$ cat config.mk
export PLATFORM = sky130hd
export DESIGN_NAME = ws2812_serializer
export DESIGN_NICKNAME = d
export VERILOG_FILES = /design/src/rtl/ws2812_serializer.sv
export SDC_FILE = /design/constraint.sdc
export NUM_CORES = 1
export LEC_CHECK = 0
export CAP_MARGIN = 20
export CELL_PAD_IN_SITES_DETAIL_PLACEMENT = 1
export CELL_PAD_IN_SITES_GLOBAL_PLACEMENT = 2
export CORE_ASPECT_RATIO = 1.2
export CORE_UTILIZATION = 27
export DETAILED_ROUTE_END_ITERATION = 8
export DONT_BUFFER_PORTS = 1
export GPL_TIMING_DRIVEN = 0
export MAX_ROUTING_LAYER = met4
export PLACE_DENSITY_LB_ADDON = 0.08
export SYNTH_ARGS = -nofsm -noshare
export SYNTH_HDL_FRONTEND = slang
export SYNTH_SLANG_ARGS = --single-unit
$ cat constraint.sdc
create_clock -name clk -period 2.9 [get_ports clk]
set_clock_uncertainty 0.1 [all_clocks]
set_input_delay 0.87 -clock clk [delete_from_list [all_inputs] [get_ports clk]]
set_output_delay 0.87 -clock clk [all_outputs]
set_load 0.05 [all_outputs]
$ cat src/rtl/ws2812_serializer.sv
// WS2812 single-wire serializer: snapshots a GRB frame on request, shifts it out MSB-first
// as pulse-width-coded bits, then holds the line low for the latch period.
module ws2812_serializer #(
    parameter int NUM_LEDS = 5,
    parameter int T0H      = 20,
    parameter int T1H      = 40,
    parameter int TBIT     = 62,
    parameter int TRST     = 2600
) (
    input  logic                    clk,
    input  logic                    reset,
    input  logic [24*NUM_LEDS-1:0]  GRBSeq,
    input  logic                    Load,
    output logic                    Dout,
    output logic                    Busy,
    output logic                    Done
);

    localparam int FW   = 24 * NUM_LEDS;
    localparam int BI_W = $clog2(FW);
    localparam int PH_W = $clog2(TBIT);
    localparam int LC_W = $clog2(TRST);

    localparam logic [BI_W-1:0] LAST_BIT = BI_W'(FW - 1);
    localparam logic [PH_W-1:0] PH_LAST  = PH_W'(TBIT - 1);
    localparam logic [PH_W-1:0] T0H_C    = PH_W'(T0H);
    localparam logic [PH_W-1:0] T1H_C    = PH_W'(T1H);
    localparam logic [LC_W-1:0] LC_LAST  = LC_W'(TRST - 1);

    typedef enum logic [1:0] {
        S_IDLE,
        S_ARM,
        S_SEND,
        S_LATCH
    } state_t;

    state_t            state_q,   state_d;
    logic [FW-1:0]     shreg_q,   shreg_d;
    logic [BI_W-1:0]   bit_idx_q, bit_idx_d;
    logic [PH_W-1:0]   phase_q,   phase_d;
    logic [LC_W-1:0]   lat_cnt_q, lat_cnt_d;
    logic              pending_q, pending_d;
    logic              framed_q,  framed_d;
    logic              dout_q,    dout_d;
    logic              done_q,    done_d;

    // Reset lands in LATCH so a truncated frame still gets a full low period.
    always_ff @(posedge clk) begin
        if (reset) begin
            state_q   <= S_LATCH;
            shreg_q   <= '0;
            bit_idx_q <= '0;
            phase_q   <= '0;
            lat_cnt_q <= '0;
            pending_q <= 1'b0;
            framed_q  <= 1'b0;
            dout_q    <= 1'b0;
            done_q    <= 1'b0;
        end else begin
            state_q   <= state_d;
            shreg_q   <= shreg_d;
            bit_idx_q <= bit_idx_d;
            phase_q   <= phase_d;
            lat_cnt_q <= lat_cnt_d;
            pending_q <= pending_d;
            framed_q  <= framed_d;
            dout_q    <= dout_d;
            done_q    <= done_d;
        end
    end

    always_comb begin
        state_d   = state_q;
        shreg_d   = shreg_q;
        bit_idx_d = bit_idx_q;
        phase_d   = phase_q;
        lat_cnt_d = lat_cnt_q;
        pending_d = pending_q;
        framed_d  = framed_q;
        dout_d    = 1'b0;
        done_d    = 1'b0;

        case (state_q)
            S_IDLE: begin
                if (Load) begin
                    state_d = S_ARM;
                end
            end
            S_ARM: begin
                if (Load) begin
                    pending_d = 1'b1;
                end
                shreg_d   = GRBSeq;
                bit_idx_d = '0;
                phase_d   = '0;
                state_d   = S_SEND;
            end
            S_SEND: begin
                if (Load) begin
                    pending_d = 1'b1;
                end
                if (phase_q == PH_LAST) begin
                    phase_d = '0;
                    shreg_d = {shreg_q[FW-2:0], 1'b0};
                    if (bit_idx_q == LAST_BIT) begin
                        state_d   = S_LATCH;
                        lat_cnt_d = '0;
                        framed_d  = 1'b1;
                    end else begin
                        bit_idx_d = bit_idx_q + BI_W'(1);
                    end
                end else begin
                    phase_d = phase_q + PH_W'(1);
                end
            end
            S_LATCH: begin
                // A Load on the exit cycle is folded in so the request is not lost.
                if (lat_cnt_q == LC_LAST) begin
                    if (pending_q || Load) begin
                        state_d   = S_ARM;
                        pending_d = 1'b0;
                    end else begin
                        state_d = S_IDLE;
                    end
                end else begin
                    lat_cnt_d = lat_cnt_q + LC_W'(1);
                    if (Load) begin
                        pending_d = 1'b1;
                    end
                end
            end
            default: begin
                state_d = S_IDLE;
            end
        endcase

        // Outputs are registered, so they are decoded from the next-state values.
        if (state_d == S_SEND) begin
            dout_d = (phase_d < (shreg_d[FW-1] ? T1H_C : T0H_C));
        end
        if ((state_d == S_LATCH) && (lat_cnt_d == LC_LAST)) begin
            done_d = framed_d;
        end
    end

    assign Dout = dout_q;
    assign Done = done_q;
    assign Busy = (state_q != S_IDLE);

endmodule

==> flow_summary.ini, run 1 <==
[yosys]
synth_cell_types = 58
synthArstFlopShare_pct = 0
synth_seq_area_share_pct = 45.0
synth.area.top_cells = dfxtp_1 (45%), a221oi_1 (16%), nor3_1 (9.3%)
syn_nets = 916
synth.cell_area_mm2 = 0.00671
synth_ff_type = dfxtp_1
yosys.area.top_type_share_pct = 45.0
synth_edf_count = 0
synth_cells = 781
ys_seq_elements = 151
yosys.area.top_type = dfxtp_1
synth_area_per_cell_um2 = 8.59
yosys_warnings = 0

[routing]
drtIter0Drc = 236
wl_per_cell_um = 19.1
postRouteWirelength_mm = 21.6
drc = 0
firstDrtPassIters = 6
vias = 6156
antenna_left = 0
viasPerCell = 5.44

[critical_path]
cp_slowest_cell = dfxtp_1
worst_r2r_endpoint = Dout
worstPathRequired_ns = 3.14
reg2reg_depth = 12
path_cells = ha_1 > nand4_1 > o21ai_2 > and2_1 > buf_2 > clkbuf_4 > nor2_1 > ha_1 > a21o_1 > a21oi_1 > nand2_1 > nor3_2
startpoint_type = flop
crit_type = flop to flop
cp_common_cell = ha_1
crit_path_max_fanout = 10
endpoint = Dout
startpoint = phase_q[0]
r2r_start = phase_q[0]
end_kind = flop
regToRegSetupSlack_ns = 0.22
slowest_delay_ns = 0.39
crit_arrival_ns = 2.93

[cts]
htree_levels = 4
cts_inserted_buffers = 17
clkLatencyLatePin_ns = 0.42
clock-root-buffer = clkbuf_16
clk_pin_slew_ns = 0.06
cts_tree = done
clockBufferDepth = 2
clock_sinks = 151

[sta]
maxSlewViolCount = 0
hold_violations = 0
max_freq_ghz = 0.373
tns_ns = 0
period_share_pct = 92.6
tightest_slew_ns = 0.803
hold_ws_ns = 0.360
slew_headroom_pct = 46.5
finalSetupViolCount = 0
rsz0062_at_grt = yes
period_minus_slack_ns = 2.68

[finish]
final_area_mm2 = 0.00778
post_layout_nonfiller_instances = 1131
nets = 935
fill_cells = 2880
diodes = 0
drive_gt1_share_pct = 7.77
areaGrowthSynthToFinish_pct = 15.9

[place]
dp_cells = 1101
numPortBuffers = 0
gp_congestion = 0.809
hpwl_mm = 15.5
placed_area_mm2 = 0.00711

[worst_hold_path]
min_path_type = flop to flop

[die]
coreArea_mm2 = 0.0242
die_y_um = 175
die_x_um = 146
dieArea_mm2 = 0.0255
rows = 62
ios = 126
initial_core_util_pct = 27.7

[run]
cap_violations = 0

[global_routing]
use_met2_pct = 29.7
grt_pass1_wl_mm = 35.0
use_met3_pct = 4.73
met1_usage_pct = 20.5
grt_pass1_vias = 6531
grt_max_degree = 17
top_usage_layer = met2
grt_antenna_before_repair = 0
overflow = 0
track_usage_pct = 17.7

[pwr]
power_density_mw_per_mm2 = 1100
vdd_drop_max_mv = 0.391
leakage_nw = 2.68

[outcome]
status = completed
-- report_power, final --
| part | internal [mW] | switching (mW) |
|---|---|---|
| Sequential | 2.56 | 0.280 |
| Combinational | 1.20 | 2.00 |
| Clock | 1.54 | 0.953 |
| Total | 5.29 | 3.24 |
-- state kept, by name, indices dropped and copies added, names as in the netlist --
name       cells
Dout           1
lat_cnt_q     12
Done           1
state_q        2
shreg_q      120
phase_q        6
framed_q       1
pending_q      1
bit_idx_q      7
-- synth_stat cells, types with 2 or more instances --
master / n
or3_1: 2
inv_1: 14
clkbuf_8: 3
dfxtp_1: 151
a311oi_1: 3
nand2b_1: 4
buf_2: 7
mux2_2: 2
xor2_1: 8
nor4b_1: 2
nor2b_1: 2
a22oi_1: 5
ha_1: 12
nor2_1: 146
nor3_1: 125
nand4_1: 8
o21ai_0: 11
o2111ai_1: 3
o211ai_1: 2
nand2_1: 16
a21oi_1: 9
a31oi_1: 2
buf_1: 2
a21o_1: 2
clkbuf_1: 62
o22ai_1: 5
or3_2: 2
o31ai_1: 4
or2_1: 2
nand3_1: 12
xnor2_1: 5
a221oi_1: 119
nor4_1: 2
o21bai_1: 2
nor4_2: 2
-- worst min-delay path by stage --
| stage | start | to | cells after the start |
|---|---|---|---|
| 6_report | framed_q | framed_q | 2 |
| 5_1_grt | shreg_q[0] | shreg_q[0] | 2 |
| 4_1_cts | framed_q | framed_q | 2 |
| 3_5_place_dp | framed_q | framed_q | 2 |
| 3_3_place_gp | framed_q | framed_q | 2 |
| 2_1_floorplan | framed_q | framed_q | 2 |
-- layout by cell type (no fill, tap or decap), types with 3 or more instances in the layout --
cell type and n:
a21oi_1 9, o21ai_0 10, nor2_1 146, clkbuf_2 3
bufinv_16 5, ha_1 11, dfxtp_1 150, buf_2 6
nor3_1 125, o22ai_1 5, xor2_1 8, a311oi_1 3
o2111ai_1 3, inv_1 14, a221oi_1 119, nand2b_1 4
nand2_1 16, o31ai_1 4, clkbuf_16 17, nand3_1 12
inv_6 3, nand4_1 8, clkbuf_1 59, xnor2_1 5
a22oi_1 4, clkbuf_8 3
-- timing repair --
action                                  CTS  global route
endpoints found under the setup margin   49           105
setup buffers                             0             0
hold buffers                              0             0
pin swaps                                 0             0
gates resized for setup                   3             9
gates cloned                              0             0
-- metrics by stage --
step / utilization [%] / total power [mW] / setup slack, ns
after floorplan: - / 5.23 / 0.464
after global placement: 29.4 / 5.96 / -0.274
after detailed placement: 29.4 / 6.10 / -0.256
after CTS: 32.1 / 8.65 / 0.0148
after global routing: 32.1 / 9.19 / -0.0479
final: 32.1 / 8.53 / 0.216
-- layout make-up --
type | instances | area (µm²) | share of cell area [%]
multi-input combinational | 540 | 3310 | 42.6
sequential | 151 | 3020 | 38.9
clock buffer | 17 | 425 | 5.47
tap | 320 | 400 | 5.15
buffer | 76 | 342 | 4.39
clock inverter | 13 | 220 | 2.83
inverter | 14 | 52.6 | 0.676
-- cells by family after synthesis --
kind of cell	after synthesis	share of synthesized area, %
XOR/XNOR	13	1.70
buffers and inverters	90	5.74
multiplexers	2	0.336
AO/OA/AOI/OAI	175	21.2
adder cells (fa/ha/maj)	12	2.24
flip-flops	151	45.0
AND/OR/NAND/NOR	338	23.8
-- metal layers --
metal  part of all wire, %  up-vias  routed length [µm]
met5                     0        -                   0
met4                   1.6        0                 350
met3                   4.7       22                1020
met2                    50      106               10700
met1                    44     3063                9540
li1                      -     2965                   -
-- worst max-delay path, delay by kind of cell, from the launching register on --
kind | cells | cell delay, ns
AOI/OAI and AO/OA | 3 | 0.58
DFF | 1 | 0.39
adders and majority gates | 2 | 0.35
buffers and inverters | 2 | 0.53
and+or+nand+nor | 5 | 0.67
(Power assumes the default switching activity.)
==> run 2, diff against run 1 <==
Settings changed: CAP_MARGIN 20 to 40, CTS_CLUSTER_DIAMETER set to 40, RECOVER_POWER set to 25.
==> run 2 against run 1 <==
Effect of this change: sequential power hardly changed; design area is 0.24% lower; clock-buffer cell count stayed put; sequential cell count stayed put; power hardly changed; critical path depth is 4 lower; register-to-register slack hardly changed; global-route usage stayed put; combinational power hardly changed; cell count stayed put; non-clock buffer count stayed put; critical endpoint is now Done; largest power group unchanged; highest routed layer unchanged.
==> flow_summary.ini, run 2 (synthesis gave the netlist of run 1 again) <==
[global_routing]
grt_antenna_before_repair = 0
grt_max_degree = 17
overflow = 0
grt_pass1_wl_mm = 35.0
track_usage_pct = 17.7
grt_pass1_vias = 6531

[place]
gp_congestion = 0.809
hpwl_mm = 15.5
numPortBuffers = 0
preCtsSetupSlack_ns = -0.256
dp_cells = 1101
placed_area_mm2 = 0.00711

[pwr]
power_density_mw_per_mm2 = 1100
vdd_drop_max_mv = 0.391
swShare_pct = 38.0
p_comb_share_pct = 37.4
p_sw_mw = 3.24
seqPwrFrac_pct = 33.3
leakage_nw = 2.68
p_total_mw = 8.53
p_int_mw = 5.29
power_frac_clock_pct = 29.2

[routing]
vias = 6155
drc = 0
wl_per_cell_um = 19.1
antenna_left = 0
viasPerCell = 5.44
firstDrtPassIters = 6
postRouteWirelength_mm = 21.6
drtIter0Drc = 237

[cts]
hold_buffers = 0
clkLatencyLatePin_ns = 0.42
clk_pin_slew_ns = 0.06
clock_sinks = 151
htree_levels = 4
clock-root-buffer = clkbuf_16
cts_inserted_buffers = 17
post_cts_buffers = 0
clockBufferDepth = 2
cts_tree = done

[sta]
maxSlewViolCount = 0
period_minus_slack_ns = 2.69
hold_ws_ns = 0.360
slew_headroom_pct = 46.5
tightest_slew_ns = 0.803
hold_violations = 0
rsz0062_at_grt = yes
setup_slack_ns = 0.206
finalSetupViolCount = 0
max_freq_ghz = 0.371
period_share_pct = 92.9
tns_ns = 0

[finish]
largest_register = shreg_q
final_area_mm2 = 0.00776
largest_reg_flops = 120
final_common_cell = dfxtp_1
seqCellArea_mm2 = 0.00302
areaGrowthSynthToFinish_pct = 15.6
post_layout_nonfiller_instances = 1131
diodes = 0
layout_common_cells = dfxtp_1 (150), nor2_1 (146), nor3_1 (125)
multi_input_area_mm2 = 0.00330
drive_gt1_share_pct = 7.27
fin_util_pct = 32.1
fill_cells = 2880
top_regs = shreg_q: 120 flops, lat_cnt_q: 12 flops, bit_idx_q: 7 flops
nets = 935

[critical_path]
worstPathRequired_ns = 3.12
crit_path_max_fanout = 10
startpoint_type = flop
path_cells = ha_1 > nand3_1 > or3_1 > clkbuf_1 > o311a_1 > o32ai_1 > nand4_1 > nor4_2
worst_r2r_endpoint = Done
regToRegSetupSlack_ns = 0.21
crit_arrival_ns = 2.92
crit_type = flop to flop
r2r_start = lat_cnt_q[0]
reg2reg_depth = 8
crit_family = simple AND/OR/NAND/NOR gates
cp_slowest_cell = dfxtp_1
worst-path-buf-inv = 1
end_kind = flop
slowest_delay_ns = 0.45

[die]
coreArea_mm2 = 0.0242
die_x_um = 146
initial_core_util_pct = 27.7
dieArea_mm2 = 0.0255
die_y_um = 175
ios = 126
rows = 62

[worst_hold_path]
holdPathEnd = framed_q
min_from = framed_q
min_path_cells = 2
min_path_type = flop to flop

[outcome]
status = completed

[run]
cap_violations = 0
## run 2: timing repair
item                       4_1_cts  5_1_grt
gates resized for setup          3        9
pin swaps                        0        0
setup endpoints to repair       49      105
## run 2: final cells by class
class	instances	share of cell area [%]
multi-input combinational	540	42.6
sequential	151	39.0
tap	320	5.16
clock inverter	13	2.84
clock buffer	17	5.48
inverter	14	0.677
buffer	76	4.31
## run 2: how the worst max path moves through the flow
stage | startpoint | end | slack, ns | cells after the start
2_1_floorplan | phase_q[0] | Dout | 0.46 | 12
3_3_place_gp | phase_q[0] | Dout | -0.27 | 12
3_5_place_dp | phase_q[0] | Dout | -0.26 | 12
4_1_cts | state_q[0] | Dout | 0.01 | 12
5_1_grt | state_q[0] | Done | -0.05 | 9
6_report | lat_cnt_q[0] | Done | 0.21 | 8
## run 2: power by group through the flow
stage / combinational [mW] / clock, mW / sequential, mW
detailed placement: 3.23 / 0 / 2.88
finish: 3.19 / 2.49 / 2.84
global route: 3.64 / 2.65 / 2.89
global placement: 3.10 / 0 / 2.86
CTS: 3.24 / 2.57 / 2.83
floorplan: 2.43 / 0 / 2.80
## run 2: worst reg2reg max path, cell delays in order, from the launching register on
cell	delay, ns
dfxtp_1	0.45
ha_1	0.29
nand3_1	0.21
or3_1	0.45
clkbuf_1	0.27
o311a_1	0.21
o32ai_1	0.16
nand4_1	0.16
nor4_2	0.31
## run 2: routing by layer
metal	GRT usage [%]	part of all wire (%)	up-vias
met5	-	0	-
met2	29.7	50	101
li1	-	-	2967
met3	4.73	4.6	22
met4	5.66	1.6	0
met1	20.5	44	3065
